## src/rtl/fft_stage_sequencer_if.sv

```systemverilog
// Control/address bundle between the FFT stage sequencer and the butterfly/RAM datapath.
// The cycle_count signal exists only when FFT_SEQ_CYCLE_COUNT_EN is defined.
interface fft_stage_sequencer_if #(
    parameter int LOG2_N = 4,
    parameter int SW     = 2
);
    logic              enable;
    logic              start;
    logic              busy;
    logic              done;
    logic [SW-1:0]     stage;
    logic              rd_en;
    logic [LOG2_N-1:0] rd_addr0;
    logic [LOG2_N-1:0] rd_addr1;
    logic [LOG2_N-2:0] tw_idx;
    logic              bfly_type2;
    logic              wr_en;
    logic [LOG2_N-1:0] wr_addr0;
    logic [LOG2_N-1:0] wr_addr1;
`ifdef FFT_SEQ_CYCLE_COUNT_EN
    logic [15:0]       cycle_count;
`endif

    modport master (
`ifdef FFT_SEQ_CYCLE_COUNT_EN
        output cycle_count,
`endif
        input  enable, start,
        output busy, done, stage, rd_en, rd_addr0, rd_addr1, tw_idx, bfly_type2,
        output wr_en, wr_addr0, wr_addr1
    );

    modport slave (
`ifdef FFT_SEQ_CYCLE_COUNT_EN
        input  cycle_count,
`endif
        output enable, start,
        input  busy, done, stage, rd_en, rd_addr0, rd_addr1, tw_idx, bfly_type2,
        input  wr_en, wr_addr0, wr_addr1
    );
endinterface

```

## src/rtl/fft_stage_sequencer.sv

```systemverilog
// Radix-2 DIF FFT stage sequencer: issues read pairs/twiddles per stage and replays them as writes L cycles later.
// Optional cycle counter enabled by defining FFT_SEQ_CYCLE_COUNT_EN.
module fft_stage_sequencer #(
    parameter int LOG2_N         = 4,
    parameter int MEM_RD_LATENCY = 1,
    parameter int BFLY_LATENCY   = 1
) (
    input  logic                   clk,
    input  logic                   rst_n,
    fft_stage_sequencer_if.master  bus
);
    localparam int N      = 1 << LOG2_N;
    localparam int L      = MEM_RD_LATENCY + BFLY_LATENCY;
    localparam int SW_RAW = $clog2(LOG2_N);
    localparam int SW     = (SW_RAW < 1) ? 1 : SW_RAW;
    localparam int KW     = LOG2_N - 1;
    localparam int DW     = $clog2(L + 1);

    localparam logic [KW-1:0] K_LAST  = '1;
    localparam logic [SW-1:0] S_LAST  = SW'(LOG2_N - 1);
    localparam logic [DW-1:0] DC_LAST = DW'(L - 1);
    localparam logic [KW-1:0] TW_Q    = KW'(N / 4);

    typedef enum logic [1:0] {S_IDLE, S_ISSUE, S_DRAIN, S_DONE} state_t;

    state_t        state_q, state_d;
    logic [SW-1:0] s_q, s_d;
    logic [KW-1:0] k_q, k_d;
    logic [DW-1:0] dc_q, dc_d;

    logic issue_w, busy_w, done_w, rd_en_w, start_acc_w;

    always_ff @(posedge clk or negedge rst_n) begin
        if (!rst_n) begin
            state_q <= S_IDLE;
            s_q     <= '0;
            k_q     <= '0;
            dc_q    <= '0;
        end else begin
            state_q <= state_d;
            s_q     <= s_d;
            k_q     <= k_d;
            dc_q    <= dc_d;
        end
    end

    always_comb begin
        state_d     = state_q;
        s_d         = s_q;
        k_d         = k_q;
        dc_d        = dc_q;
        issue_w     = (state_q == S_ISSUE);
        busy_w      = (state_q == S_ISSUE) || (state_q == S_DRAIN);
        done_w      = (state_q == S_DONE) && bus.enable;
        rd_en_w     = issue_w && bus.enable;
        start_acc_w = (state_q == S_IDLE) && bus.enable && bus.start;
        if (bus.enable) begin
            unique case (state_q)
                S_IDLE: begin
                    if (bus.start) begin
                        s_d     = '0;
                        k_d     = '0;
                        dc_d    = '0;
                        state_d = S_ISSUE;
                    end
                end
                S_ISSUE: begin
                    if (k_q == K_LAST) begin
                        k_d     = '0;
                        dc_d    = '0;
                        state_d = S_DRAIN;
                    end else begin
                        k_d = k_q + KW'(1);
                    end
                end
                // Drain lets the last write of this stage land before the next stage reads.
                S_DRAIN: begin
                    if (dc_q == DC_LAST) begin
                        dc_d = '0;
                        if (s_q == S_LAST) begin
                            state_d = S_DONE;
                        end else begin
                            s_d     = s_q + SW'(1);
                            state_d = S_ISSUE;
                        end
                    end else begin
                        dc_d = dc_q + DW'(1);
                    end
                end
                S_DONE:  state_d = S_IDLE;
                default: state_d = S_IDLE;
            endcase
        end
    end

    // Group/offset split of k by masking with span-1, so no divider is needed.
    logic [LOG2_N-1:0] span_w, mask_w, k_ext_w, j_w, a0_w;
    logic [KW-1:0]     tw_w;

    always_comb begin
        span_w  = LOG2_N'(N >> (int'(s_q) + 1));
        mask_w  = span_w - LOG2_N'(1);
        k_ext_w = {1'b0, k_q};
        j_w     = k_ext_w & mask_w;
        a0_w    = ((k_ext_w & ~mask_w) << 1) | j_w;
        tw_w    = KW'(j_w << s_q);
    end

    assign bus.busy       = busy_w;
    assign bus.done       = done_w;
    assign bus.stage      = busy_w ? s_q : '0;
    assign bus.rd_en      = rd_en_w;
    assign bus.rd_addr0   = issue_w ? a0_w : '0;
    assign bus.rd_addr1   = issue_w ? (a0_w | span_w) : '0;
    assign bus.tw_idx     = issue_w ? tw_w : '0;
    assign bus.bfly_type2 = issue_w && (tw_w == TW_Q);

    genvar gi;
    generate
        for (gi = 0; gi < L; gi++) begin : g_dl
            logic              en_q;
            logic [LOG2_N-1:0] a0_q, a1_q;
            logic              en_in;
            logic [LOG2_N-1:0] a0_in, a1_in;

            if (gi == 0) begin : g_src
                assign en_in = issue_w;
                assign a0_in = bus.rd_addr0;
                assign a1_in = bus.rd_addr1;
            end else begin : g_src
                assign en_in = g_dl[gi-1].en_q;
                assign a0_in = g_dl[gi-1].a0_q;
                assign a1_in = g_dl[gi-1].a1_q;
            end

            always_ff @(posedge clk or negedge rst_n) begin
                if (!rst_n) begin
                    en_q <= 1'b0;
                    a0_q <= '0;
                    a1_q <= '0;
                end else if (bus.enable) begin
                    en_q <= en_in;
                    a0_q <= a0_in;
                    a1_q <= a1_in;
                end
            end
        end
    endgenerate

    assign bus.wr_en    = g_dl[L-1].en_q && bus.enable;
    assign bus.wr_addr0 = g_dl[L-1].a0_q;
    assign bus.wr_addr1 = g_dl[L-1].a1_q;

`ifdef FFT_SEQ_CYCLE_COUNT_EN
    // Counts stalled busy cycles too, so it measures wall-clock run length.
    logic [15:0] cnt_q;

    always_ff @(posedge clk or negedge rst_n) begin
        if (!rst_n) begin
            cnt_q <= '0;
        end else if (start_acc_w) begin
            cnt_q <= '0;
        end else if (busy_w) begin
            cnt_q <= cnt_q + 16'd1;
        end
    end

    assign bus.cycle_count = cnt_q;
`else
    logic unused_start_acc;
    assign unused_start_acc = start_acc_w;
`endif
endmodule

```

## src/flat_wrapper.sv

```systemverilog
// flat-port wrapper written by rule: the top's interface ports become plain ports
module fft_stage_sequencer_flat 
#(
    parameter int LOG2_N         = 4,
    parameter int MEM_RD_LATENCY = 1,
    parameter int BFLY_LATENCY   = 1
)
  (clk, rst_n, bus_enable, bus_start, bus_busy, bus_done, bus_stage, bus_rd_en, bus_rd_addr0, bus_rd_addr1, bus_tw_idx, bus_bfly_type2, bus_wr_en, bus_wr_addr0, bus_wr_addr1);
  fft_stage_sequencer_if #(.LOG2_N(LOG2_N), .SW((2))) bus_i ();
  input  logic clk;
  input  logic rst_n;
  input wire logic [$bits(bus_i.enable)-1:0] bus_enable;
  input wire logic [$bits(bus_i.start)-1:0] bus_start;
  output wire logic [$bits(bus_i.busy)-1:0] bus_busy;
  output wire logic [$bits(bus_i.done)-1:0] bus_done;
  output wire logic [$bits(bus_i.stage)-1:0] bus_stage;
  output wire logic [$bits(bus_i.rd_en)-1:0] bus_rd_en;
  output wire logic [$bits(bus_i.rd_addr0)-1:0] bus_rd_addr0;
  output wire logic [$bits(bus_i.rd_addr1)-1:0] bus_rd_addr1;
  output wire logic [$bits(bus_i.tw_idx)-1:0] bus_tw_idx;
  output wire logic [$bits(bus_i.bfly_type2)-1:0] bus_bfly_type2;
  output wire logic [$bits(bus_i.wr_en)-1:0] bus_wr_en;
  output wire logic [$bits(bus_i.wr_addr0)-1:0] bus_wr_addr0;
  output wire logic [$bits(bus_i.wr_addr1)-1:0] bus_wr_addr1;
  assign bus_i.enable = bus_enable;
  assign bus_i.start = bus_start;
  assign bus_busy = bus_i.busy;
  assign bus_done = bus_i.done;
  assign bus_stage = bus_i.stage;
  assign bus_rd_en = bus_i.rd_en;
  assign bus_rd_addr0 = bus_i.rd_addr0;
  assign bus_rd_addr1 = bus_i.rd_addr1;
  assign bus_tw_idx = bus_i.tw_idx;
  assign bus_bfly_type2 = bus_i.bfly_type2;
  assign bus_wr_en = bus_i.wr_en;
  assign bus_wr_addr0 = bus_i.wr_addr0;
  assign bus_wr_addr1 = bus_i.wr_addr1;
  fft_stage_sequencer #(.LOG2_N(LOG2_N), .MEM_RD_LATENCY(MEM_RD_LATENCY), .BFLY_LATENCY(BFLY_LATENCY)) u_core (.clk(clk), .rst_n(rst_n), .bus(bus_i));
endmodule
```

## config.mk

```make
export PLATFORM = sky130hd
export DESIGN_NAME = fft_stage_sequencer_flat
export DESIGN_NICKNAME = d
export VERILOG_FILES = /design/src/rtl/fft_stage_sequencer_if.sv /design/src/rtl/fft_stage_sequencer.sv /design/src/flat_wrapper.sv
export SDC_FILE = /design/constraint.sdc
export NUM_CORES = 1
export LEC_CHECK = 0
export BUFFER_PORTS_ARGS = -buffer_cell sky130_fd_sc_hd__clkbuf_2
export CORE_ASPECT_RATIO = 1.1
export CORE_MARGIN = 2
export CORE_UTILIZATION = 30
export CTS_BUF_LIST = sky130_fd_sc_hd__clkbuf_8
export CTS_CLUSTER_DIAMETER = 200
export DETAILED_ROUTE_END_ITERATION = 8
export GPL_TIMING_DRIVEN = 0
export PLACE_DENSITY = 0.48
export SLEW_MARGIN = 0
export SYNTH_ARGS = -nofsm -noshare
export SYNTH_HDL_FRONTEND = slang
export SYNTH_SLANG_ARGS = --single-unit
```

## constraint.sdc

```tcl
create_clock -name clk -period 3.75 [get_ports clk]
set_input_delay 0.5625 -clock clk [delete_from_list [all_inputs] [get_ports clk]]
set_output_delay 0.5625 -clock clk [all_outputs]
set_load 0.1 [all_outputs]
```

==> results of run 1 <==
per-stage QoR:
step | instances | setup slack (ns) | hold slack (ns) | instance area, sq um | util
after floorplan | 143 | 0.297 | 0.267 | 1560 | -
after global placement | 229 | 0.848 | 0.470 | 1770 | 0.354
after detailed placement | 229 | 0.759 | 0.467 | 1770 | 0.354
after CTS | 233 | 0.449 | 0.328 | 1820 | 0.364
after global routing | 233 | 0.261 | 0.362 | 1820 | 0.364
final | 233 | 0.437 | 0.304 | 1820 | 0.364
final cells by class:
type                            instances  area (sq um)
Sequential cell                        27           676
Tap cell                               58          72.6
Fill cell                             520          3180
Timing Repair Buffer                   28           140
Inverter                               10          37.5
Clock buffer                            3          41.3
Clock inverter                          1          7.51
Buffer                                  8          37.5
Multi-Input combinational cell         98           806
state kept, by name, summed over array words and instances (netlist names):
signal and count:
u_core.state_q 2, u_core.g_dl.a1_q 4, u_core.bus.wr_addr0 4, u_core.g_dl.a0_q 4, u_core.k_q 3, u_core.g_dl.en_q 2
u_core.s_q 2, u_core.bus.wr_addr1 4, u_core.dc_q 2
cell families after synthesis:
| logic type | after synthesis |
|---|---|
| xor gates and xnor gates | 1 |
| adders and majority gates | 12 |
| muxes | 17 |
| and+or+nand+nor | 38 |
| DFF | 27 |
| buffers and inverters | 18 |
| AOI/OAI and AO/OA | 30 |
layer usage:
metal / global-route usage / vias up
met4: 0.0481 / 0
met3: 0.0114 / 8
met5: 0 / -
met1: 0.167 / 591
met2: 0.214 / 27
li1: - / 575
final timing paths:
check	depth (start not counted)	endpoint	slack [ns]
setup / recovery	7	bus_tw_idx[2]	0.44
setup reg to reg	6	u_core.g_dl[0].a1_q[2]	1.67
min in group clk	1	u_core.g_dl[0].en_q	0.49
hold / removal	1	u_core.bus.wr_addr1[1]	0.30
hold reg to reg	1	u_core.g_dl[0].en_q	0.49
max in group asynchronous	1	u_core.s_q[1]	2.99
cells in the final DEF (no fill, tap or decap), drive strengths merged:
cell type,instances
clkinvlp,1
nand3b,1
mux2i,2
inv,10
nand3,3
nor2,6
a21oi,2
a211oi,1
o32a,1
o211ai,1
clkbuf,35
o221ai,2
o2111a,1
nand2b,4
xnor2,1
o2bb2ai,3
a21boi,2
and3b,1
a32o,3
nand2,8
nand4,1
and3,1
a31oi,1
a22o,1
buf,4
o31ai,2
a21o,2
and2,5
ha,12
o2111ai,1
o311a,2
mux2,15
dfrtp,27
nor3b,2
nor2b,5
o21a,4
or3,1
a41oi,1
synthesized netlist by cell type, drive strengths merged:
| library cell | count | area share |
|---|---|---|
| dfrtp | 27 | 0.43 |
| mux2 | 15 | 0.11 |
| ha | 12 | 0.096 |
| inv | 10 | 0.024 |
| nand2 | 8 | 0.019 |
| nor2 | 6 | 0.014 |
| and2 | 5 | 0.020 |
| nor2b | 5 | 0.020 |
| buf | 4 | 0.013 |
| clkbuf | 4 | 0.011 |
| nand2b | 4 | 0.016 |
| o21a | 4 | 0.019 |
| a32o | 3 | 0.019 |
| nand3 | 3 | 0.0096 |
| o2bb2ai | 3 | 0.017 |
| a21boi | 2 | 0.0096 |
| a21o | 2 | 0.0096 |
| a21oi | 2 | 0.0064 |
| mux2i | 2 | 0.013 |
| nor3b | 2 | 0.0096 |
| o221ai | 2 | 0.011 |
| o311a | 2 | 0.013 |
| o31ai | 2 | 0.0096 |
| a211oi | 1 | 0.0048 |
| a22o | 1 | 0.0056 |
| a31oi | 1 | 0.0040 |
| a41oi | 1 | 0.0056 |
| and3 | 1 | 0.0072 |
| and3b | 1 | 0.0056 |
| nand3b | 1 | 0.0048 |
| nand4 | 1 | 0.0040 |
| o2111a | 1 | 0.0072 |
| o2111ai | 1 | 0.0056 |
| o211ai | 1 | 0.0048 |
| o32a | 1 | 0.0064 |
| or3 | 1 | 0.0040 |
| xnor2 | 1 | 0.0056 |
==> summary.md, run 1 <==
| Metric | Value |
|---|---|
| Layout cells sized above 1 | 0.309 |
| Post-Synth XOR/XNOR Area | 0.00563 |
| Maximum number of pins on one net before global-route repair | 28 |
| Synth Area in Simple Gates | 0.135 |
| Routed length on met1 | between 1500 and 2000 microns |
| Worst relative slew slack | 0.533 |
| CTS Buffer Depth | 2 |
| Routed WL | 3480 microns |
| Nets | 192 |
| Die area | 5780 sq um |
| Layout Skew | 0.00452 ns |
| H-tree depth | 1 |
| Routed vias | ~1200 |
| Synth Area in Adders | 0.0965 |
| Delay-heaviest family, CP | buffers and inverters |
| Synth Area in Compound Gates | 0.159 |
| Cell count after synthesis | 143 |
| DRC Markers | 0 |
| CP Launch Type | register |
| DRT Pass-1 Iters | 4 |
| Required time worst endpoint | 3.19 ns |
| Reg-to-reg startpoint | u_core.s_q[0] |
| Crit path arrival time | 2.75 ns |
| CP startpoint | u_core.s_q[0] |
| Final Hold Fails | 0 |
| Initial Util | 0.311 |
| Slew Viols, Final | 0 |
| Synth Cell Area | between 1500 and 2000 sq um |
| DR WL/cell | 14.9 microns |
| # Post-CTS Setup Buffers | 0 |
| IO Pins | 30 |
| Synthesis Warnings | 0 |
| Max Fclk | approximately 300 MHz |
| Crit path max fanout | 10 |
| Slowest cell on the critical path | clkbuf_2 |
| Antenna cells | 0 |
| Post-Syn Area per Cell | ~11 sq um |
| Setup CP Type | reg2out |
| Global-route wire length before repair | 5730 microns |
| Core Box Area | between 4000 and 5000 sq um |
| Antenna violations before repair | 0 |
| Slew @ Worst Pin | about 0.7 ns |
| DR vias/cell | 5.15 |
| MaxCap Viol Count | 0 |
| Worst skew pair latency | 0.28 ns |
| Die width | 72.7 microns |
| Number of I/O port buffers | 28 |
| WL met2 | about 1700 microns |
| Fin crit share | 0.884 |
| Num CTS Buffers | 3 |
| Hold crit path type | in2async |
| Global Route Usage Sum | 0.127 |
| Largest family of logic cells by synthesized area | compound AO/OA/AOI/OAI gates |
| CTS clock-pin slew for the worst setup and hold paths | 0.10 ns |
| Sum Neg Setup Slack | 0 ns |
| CTS Hold Buffers Added | 0 |
| Grt ovf | 0 |
| RSZ-0062 raised after global routing | no |
| Crit-path max cell delay | approximately 0.45 ns |
| Top sig layer | met4 |
| Initial DRC count | 43 |
| CTS tree | yes |
| Post-CTS sizing | 0 |
| Syn nets | roughly 160 |
| Routed wl met3 | 113 microns |
| Clk root buf | clkbuf_8 |
| Outcome | complete, no violations |
| Critical path cell sequence | clkbuf_1 > inv_1 > ha_1 > xnor2_1 > and3_4 > o311a_1 > clkbuf_2 |
| Post-synthesis register bit count | 27 |
| GP Congestion | 0.739 |
| Critical path capture point type | primary output |
| Buf+Inv Stages, Crit Path | 3 |
| Post-DP HPWL | 2660 microns |
| Setup violations, final | 0 |
| Std-Cell Rows | 27 |
| Post-DRT Antenna Nets | 0 |
| Seq/Total Area, Yosys | 0.434 |
| Fin crit period | 3.31 ns |
| Synth unique cells | 38 |
| Clock tree sinks | 27 |
| Area delta synth->final | 16.8% |
| Mux contribution to synthesized area | 0.121 |
| Die height | 79.5 microns |
| Vias in the first global route | 1181 |
Power of run 1 is not shown: default switching activity piles up to over one toggle a cycle in this logic, so the estimate is an artifact.
==> run 2: changes to the inputs <==
CTS_BUF_LIST = sky130_fd_sc_hd__clkbuf_4   (was sky130_fd_sc_hd__clkbuf_8)
==> run 2 against run 1 <==
- core utilization decreased by 0.38 points
- flip-flop and latch count unchanged
- critical path depth unchanged
- cell area decreased by 1.0%
- sequential share of layout area increased by 0.39 points
- clock skew increased by 0.0025 ns
- first-iteration DRC count unchanged
- maximum frequency decreased by 1.5%
- clock-buffer cell count unchanged
- cell count unchanged
- non-clock buffer count unchanged
- worst hold slack got worse by 0.074 ns
- critical endpoint unchanged
==> summary.md, run 2 (synthesis results as in run 1) <==
| Metric | Value |
|---|---|
| # Post-CTS Setup Buffers | 0 (unchanged) |
| Grt ovf | 0 (unchanged) |
| DR WL/cell | 14.7 microns (-1.5%) |
| Post-DP HPWL | 2660 microns (unchanged) |
| Initial Util | 0.311 (unchanged) |
| Area delta synth->final | 15.6% |
| Critical path cell sequence | clkbuf_1 > inv_1 > ha_1 > xnor2_1 > and3_4 > o311a_1 > clkbuf_2 |
| CTS Buffer Depth | 2 (unchanged) |
| Routed WL | 3430 microns (-1.5%) |
| Max Fclk | 297 MHz (-1.5%) |
| Std-Cell Rows | 27 (unchanged) |
| Worst skew pair latency | 0.34 ns (+0.06 ns) |
| Most frequent cells in the layout | clkbuf_2 (30), dfrtp_1 (27), mux2_2 (15) |
| Delay-heaviest family, CP | buffers and inverters |
| Num CTS Buffers | 3 (unchanged) |
| Reg-to-reg startpoint | u_core.s_q[0] |
| Final Hold Fails | 0 (unchanged) |
| Antenna cells | 0 (unchanged) |
| Post-route insts no fill | 233 (unchanged) |
| Slew @ Worst Pin | 0.694 ns (-0.00600 ns) |
| Maximum number of pins on one net before global-route repair | 28 (unchanged) |
| Initial DRC count | 43 (unchanged) |
| Fin crit period | 3.37 ns (+0.0520 ns) |
| RSZ-0062 raised after global routing | no |
| Required time worst endpoint | 3.19 ns (about the same) |
| Setup ws final | 0.385 ns (-0.0520 ns) |
| Placed insts | 229 (unchanged) |
| DR vias/cell | 5.09 (-1.2%) |
| Crit path arrival time | 2.80 ns (+0.05 ns) |
| MaxCap Viol Count | 0 (unchanged) |
| GP Congestion | 0.739 (unchanged) |
| Clock tree sinks | 27 (unchanged) |
| Setup CP Type | reg2out |
| R2r setup slk | 1.68 ns (about the same) |
| Buf+Inv Stages, Crit Path | 3 (unchanged) |
| Antenna violations before repair | 0 (unchanged) |
| Global Route Usage Sum | 0.125 (-0.00184) |
| Post-DRT Antenna Nets | 0 (unchanged) |
| Global-route wire length before repair | 5700 microns (-0.59%) |
| Nets | 192 (unchanged) |
| Clk root buf | clkbuf_4 |
| Most common cell after layout, fill and taps aside | clkbuf_2 |
| Crit path max fanout | 10 (unchanged) |
| Die height | 79.5 microns (unchanged) |
| Reg2reg end | u_core.g_dl[0].a1_q[2] |
| Hold crit path type | in2async |
| Die width | 72.7 microns (unchanged) |
| Slew Viols, Final | 0 (unchanged) |
| CP Depth | 7 (unchanged) |
| CTS clock-pin slew for the worst setup and hold paths | 0.16 ns (+0.06 ns) |
| IO Pins | 30 (unchanged) |
| Crit-path max cell delay | 0.45 ns (about the same) |
| R2R depth | 6 (unchanged) |
| Worst relative slew slack | 0.537 (+0.00400) |
| Setup violations, final | 0 (unchanged) |
| Pre-CTS WS | 0.759 ns (unchanged) |
| Die area | 5780 sq um (unchanged) |
| Worst hold slack | 0.231 ns (-0.0738 ns) |
| Critical path capture point type | primary output |
| H-tree depth | 1 (unchanged) |
| DRT Pass-1 Iters | 4 (unchanged) |
| Layout cells sized above 1 | 0.309 (unchanged) |
| Post-CTS sizing | 0 (unchanged) |
| Layout Skew | 0.00701 ns (+0.00250 ns) |
| CP Launch Type | register |
| Routed vias | 1186 (-1.2%) |
| Fin crit share | 0.897 (+0.0139) |
| Outcome | complete, no violations |
| Core Box Area | 5000 sq um (unchanged) |
| Vias in the first global route | 1184 (+0.25%) |
| DRC Markers | 0 (unchanged) |
| CTS tree | yes |
| Sum Neg Setup Slack | 0 ns (unchanged) |
| Number of I/O port buffers | 28 (unchanged) |
| Slowest cell on the critical path | clkbuf_2 |
| CTS Hold Buffers Added | 0 (unchanged) |
-- run 2: per-stage QoR --
stage,util,cell area (sq um)
2_1_floorplan,-,1560
3_3_place_gp,0.354,1770
3_5_place_dp,0.354,1770
4_1_cts,0.360,1800
5_1_grt,0.360,1800
6_report,0.360,1800
-- run 2: cell type report --
cell class / instances / area, sq um
plain buffers: 8 / 37.5
clock buffers: 3 / 22.5
clock inverters: 1 / 7.51
fillers: 520 / 3200
inverters: 10 / 37.5
multi-input cells: 98 / 806
flip-flops and latches: 27 / 676
well taps: 58 / 72.6
repair buffers: 28 / 140
-- run 2: worst register-to-register path: stages (launching register included) --
cell      delay (ns)
dfrtp_1         0.43
clkbuf_1        0.36
inv_1           0.19
ha_1            0.30
xnor2_1         0.33
o21a_1          0.26
a31oi_1         0.11
-- run 2: worst max path at each step --
stage / start / to / slack [ns]
3_3_place_gp: u_core.s_q[0] / bus_bfly_type2 / 0.85
4_1_cts: u_core.s_q[0] / bus_tw_idx[2] / 0.37
5_1_grt: u_core.s_q[0] / bus_tw_idx[2] / 0.18
3_5_place_dp: u_core.s_q[0] / bus_tw_idx[2] / 0.76
2_1_floorplan: u_core.s_q[0] / bus_tw_idx[1] / 0.30
6_report: u_core.s_q[0] / bus_tw_idx[2] / 0.38
-- run 2: layer usage --
layer | global-route usage | up-vias | wire (microns)
li1 | - | 573 | -
met2 | 0.215 | 23 | 1670
met3 | 0.0114 | 6 | 96
met4 | 0.0426 | 0 | 47
met5 | 0 | - | 0
met1 | 0.163 | 584 | 1610
Power of run 2 is left out for the same reason.
==> run 3: changes to the inputs <==
CORE_UTILIZATION = 60   (was 30)
PLACE_DENSITY = 0.85   (was 0.48)
==> run 3 against run 2 <==
- maximum frequency grew 0.55%
- clock-buffer cell count grew 1
- highest routed layer unchanged
- via count grew 0.59%
- sequential share of layout area grew 0.72 points
- die area shrank 48%
- cell count shrank 12%
- critical path depth is the same
- core utilization grew 35 points
- worst hold slack gained 0.012 ns
- routed wire length shrank 13%
==> summary.md, run 3 (synthesis results as in run 1) <==
| Metric | Value |
|---|---|
| Setup violations, final | 0 (unchanged) |
| Post-DP HPWL | 2300 microns (-13%) |
| Post-DRT Antenna Nets | 0 (unchanged) |
| Critical path capture point type | primary output |
| Crit path max fanout | 10 (unchanged) |
| Die height | 57.4 microns (-28%) |
| Slew Viols, Final | 0 (unchanged) |
| Vias in the first global route | 1138 (-3.9%) |
| Slew @ Worst Pin | 0.650 ns (-0.0446 ns) |
| Post-route insts no fill | 206 (-12%) |
| CTS Buffer Depth | 2 (unchanged) |
| RSZ-0062 raised after global routing | no |
| Num CTS Buffers | 3 (unchanged) |
| Die area | 3020 sq um (-48%) |
| DRT Pass-1 Iters | 4 (unchanged) |
| CP startpoint | u_core.s_q[0] |
| Placed insts | 202 (-12%) |
| GP Congestion | 0.842 (+14%) |
| R2R depth | 6 (unchanged) |
| MaxCap Viol Count | 0 (unchanged) |
| Crit-path max cell delay | 0.46 ns (about the same) |
| Initial DRC count | 33 (-23%) |
| Outcome | complete, no violations |
| Global-route wire length before repair | 5070 microns (-11%) |
| Std-Cell Rows | 19 (-30%) |
| # Post-CTS Setup Buffers | 0 (unchanged) |
| Setup CP Type | reg2out |
| Reg-to-reg startpoint | u_core.s_q[0] |
| Final Hold Fails | 0 (unchanged) |
| Most frequent cells in the layout | clkbuf_2 (30), dfrtp_1 (27), mux2_2 (15) |
| Clock tree sinks | 27 (unchanged) |
| Worst skew pair latency | 0.31 ns (-0.03 ns) |
| Routed vias | 1193 (+0.59%) |
| Antenna violations before repair | 0 (unchanged) |
| Clk root buf | clkbuf_4 |
| H-tree depth | 1 (unchanged) |
| DR vias/cell | 5.79 (+14%) |
| Slowest cell on the critical path | clkbuf_2 |
| Routed WL | 2970 microns (-13%) |
| Worst setup endpoint | bus_bfly_type2 |
| Number of I/O port buffers | 28 (unchanged) |
| Max Fclk | 299 MHz (+0.55%) |
| Fin crit share | 0.892 (-0.00494) |
| Core Box Area | 2470 sq um (-51%) |
| Antenna cells | 0 (unchanged) |
| Util after Layout | 0.714 (+0.354) |
| Grt ovf | 0 (unchanged) |
| Crit path arrival time | 2.78 ns (-0.02 ns) |
| Delay-heaviest family, CP | buffers and inverters |
| Layout cells sized above 1 | 0.309 (unchanged) |
| CTS tree | yes |
| Maximum number of pins on one net before global-route repair | 28 (unchanged) |
| DR WL/cell | 14.4 microns (-1.9%) |
| CP Depth | 7 (unchanged) |
| Global Route Usage Sum | 0.222 (+0.0976) |
| CP Launch Type | register |
| Die width | 52.6 microns (-28%) |
| DRC Markers | 0 (unchanged) |
| Buf+Inv Stages, Crit Path | 3 (unchanged) |
| Layout Skew | 0.00262 ns (-0.00439 ns) |
| Worst relative slew slack | 0.567 (+0.0297) |
| IO Pins | 30 (unchanged) |
| Hold crit path type | in2async |
| Post-CTS sizing | 0 (unchanged) |
| Reg2reg end | u_core.g_dl[0].a1_q[2] |
| Fin crit period | 3.35 ns (-0.0185 ns) |
| Most common cell after layout, fill and taps aside | clkbuf_2 |
| Nets | 192 (unchanged) |
| CTS Hold Buffers Added | 0 (unchanged) |
| Area delta synth->final | 13.4% |
| Initial Util | 0.630 (+0.318) |
| Required time worst endpoint | 3.19 ns (about the same) |
| Sum Neg Setup Slack | 0 ns (unchanged) |
| CTS clock-pin slew for the worst setup and hold paths | 0.14 ns (-0.02 ns) |
| R2r setup slk | 1.69 ns (about the same) |
| Critical path cell sequence | clkbuf_1 > inv_1 > ha_1 > xnor2_1 > and3_4 > o311a_1 > clkbuf_2 |
-- run 3: layer usage --
metal  track usage  vias up  share of wire
li1              -      578              -
met1         0.281      584           0.44
met2         0.386       29           0.51
met3        0.0262        2          0.044
met4        0.0806        0         0.0047
met5             0        -              0
-- run 3: area by class of cell --
cell class	instances	area, sq um
multi-input cells	98	806
fillers	185	707
flip-flops and latches	27	676
repair buffers	28	140
well taps	31	38.8
plain buffers	8	37.5
inverters	10	37.5
clock buffers	4	30.0
-- run 3: worst min path at each step --
| stage | endpoint | cells past startpoint | slack (ns) | startpoint |
|---|---|---|---|---|
| floorplan | u_core.bus.wr_addr0[0] | 0 | 0.27 | rst_n |
| global placement | u_core.g_dl[0].en_q | 1 | 0.46 | u_core.g_dl[0].en_q |
| detailed placement | u_core.g_dl[0].a0_q[2] | 1 | 0.47 | u_core.g_dl[0].a0_q[2] |
| CTS | u_core.bus.wr_addr0[3] | 1 | 0.26 | rst_n |
| global route | u_core.bus.wr_addr0[3] | 1 | 0.28 | rst_n |
| finish | u_core.bus.wr_addr0[3] | 1 | 0.24 | rst_n |
-- run 3: through the flow --
| step | instance area (sq um) | setup slack [ns] | hold slack (ns) |
|---|---|---|---|
| after floorplan | 1560 | 0.297 | 0.267 |
| after global placement | 1740 | 0.860 | 0.458 |
| after detailed placement | 1740 | 0.807 | 0.472 |
| after CTS | 1770 | 0.430 | 0.262 |
| after global routing | 1770 | 0.273 | 0.282 |
| final | 1770 | 0.403 | 0.243 |
Power of run 3 is left out for the same reason.
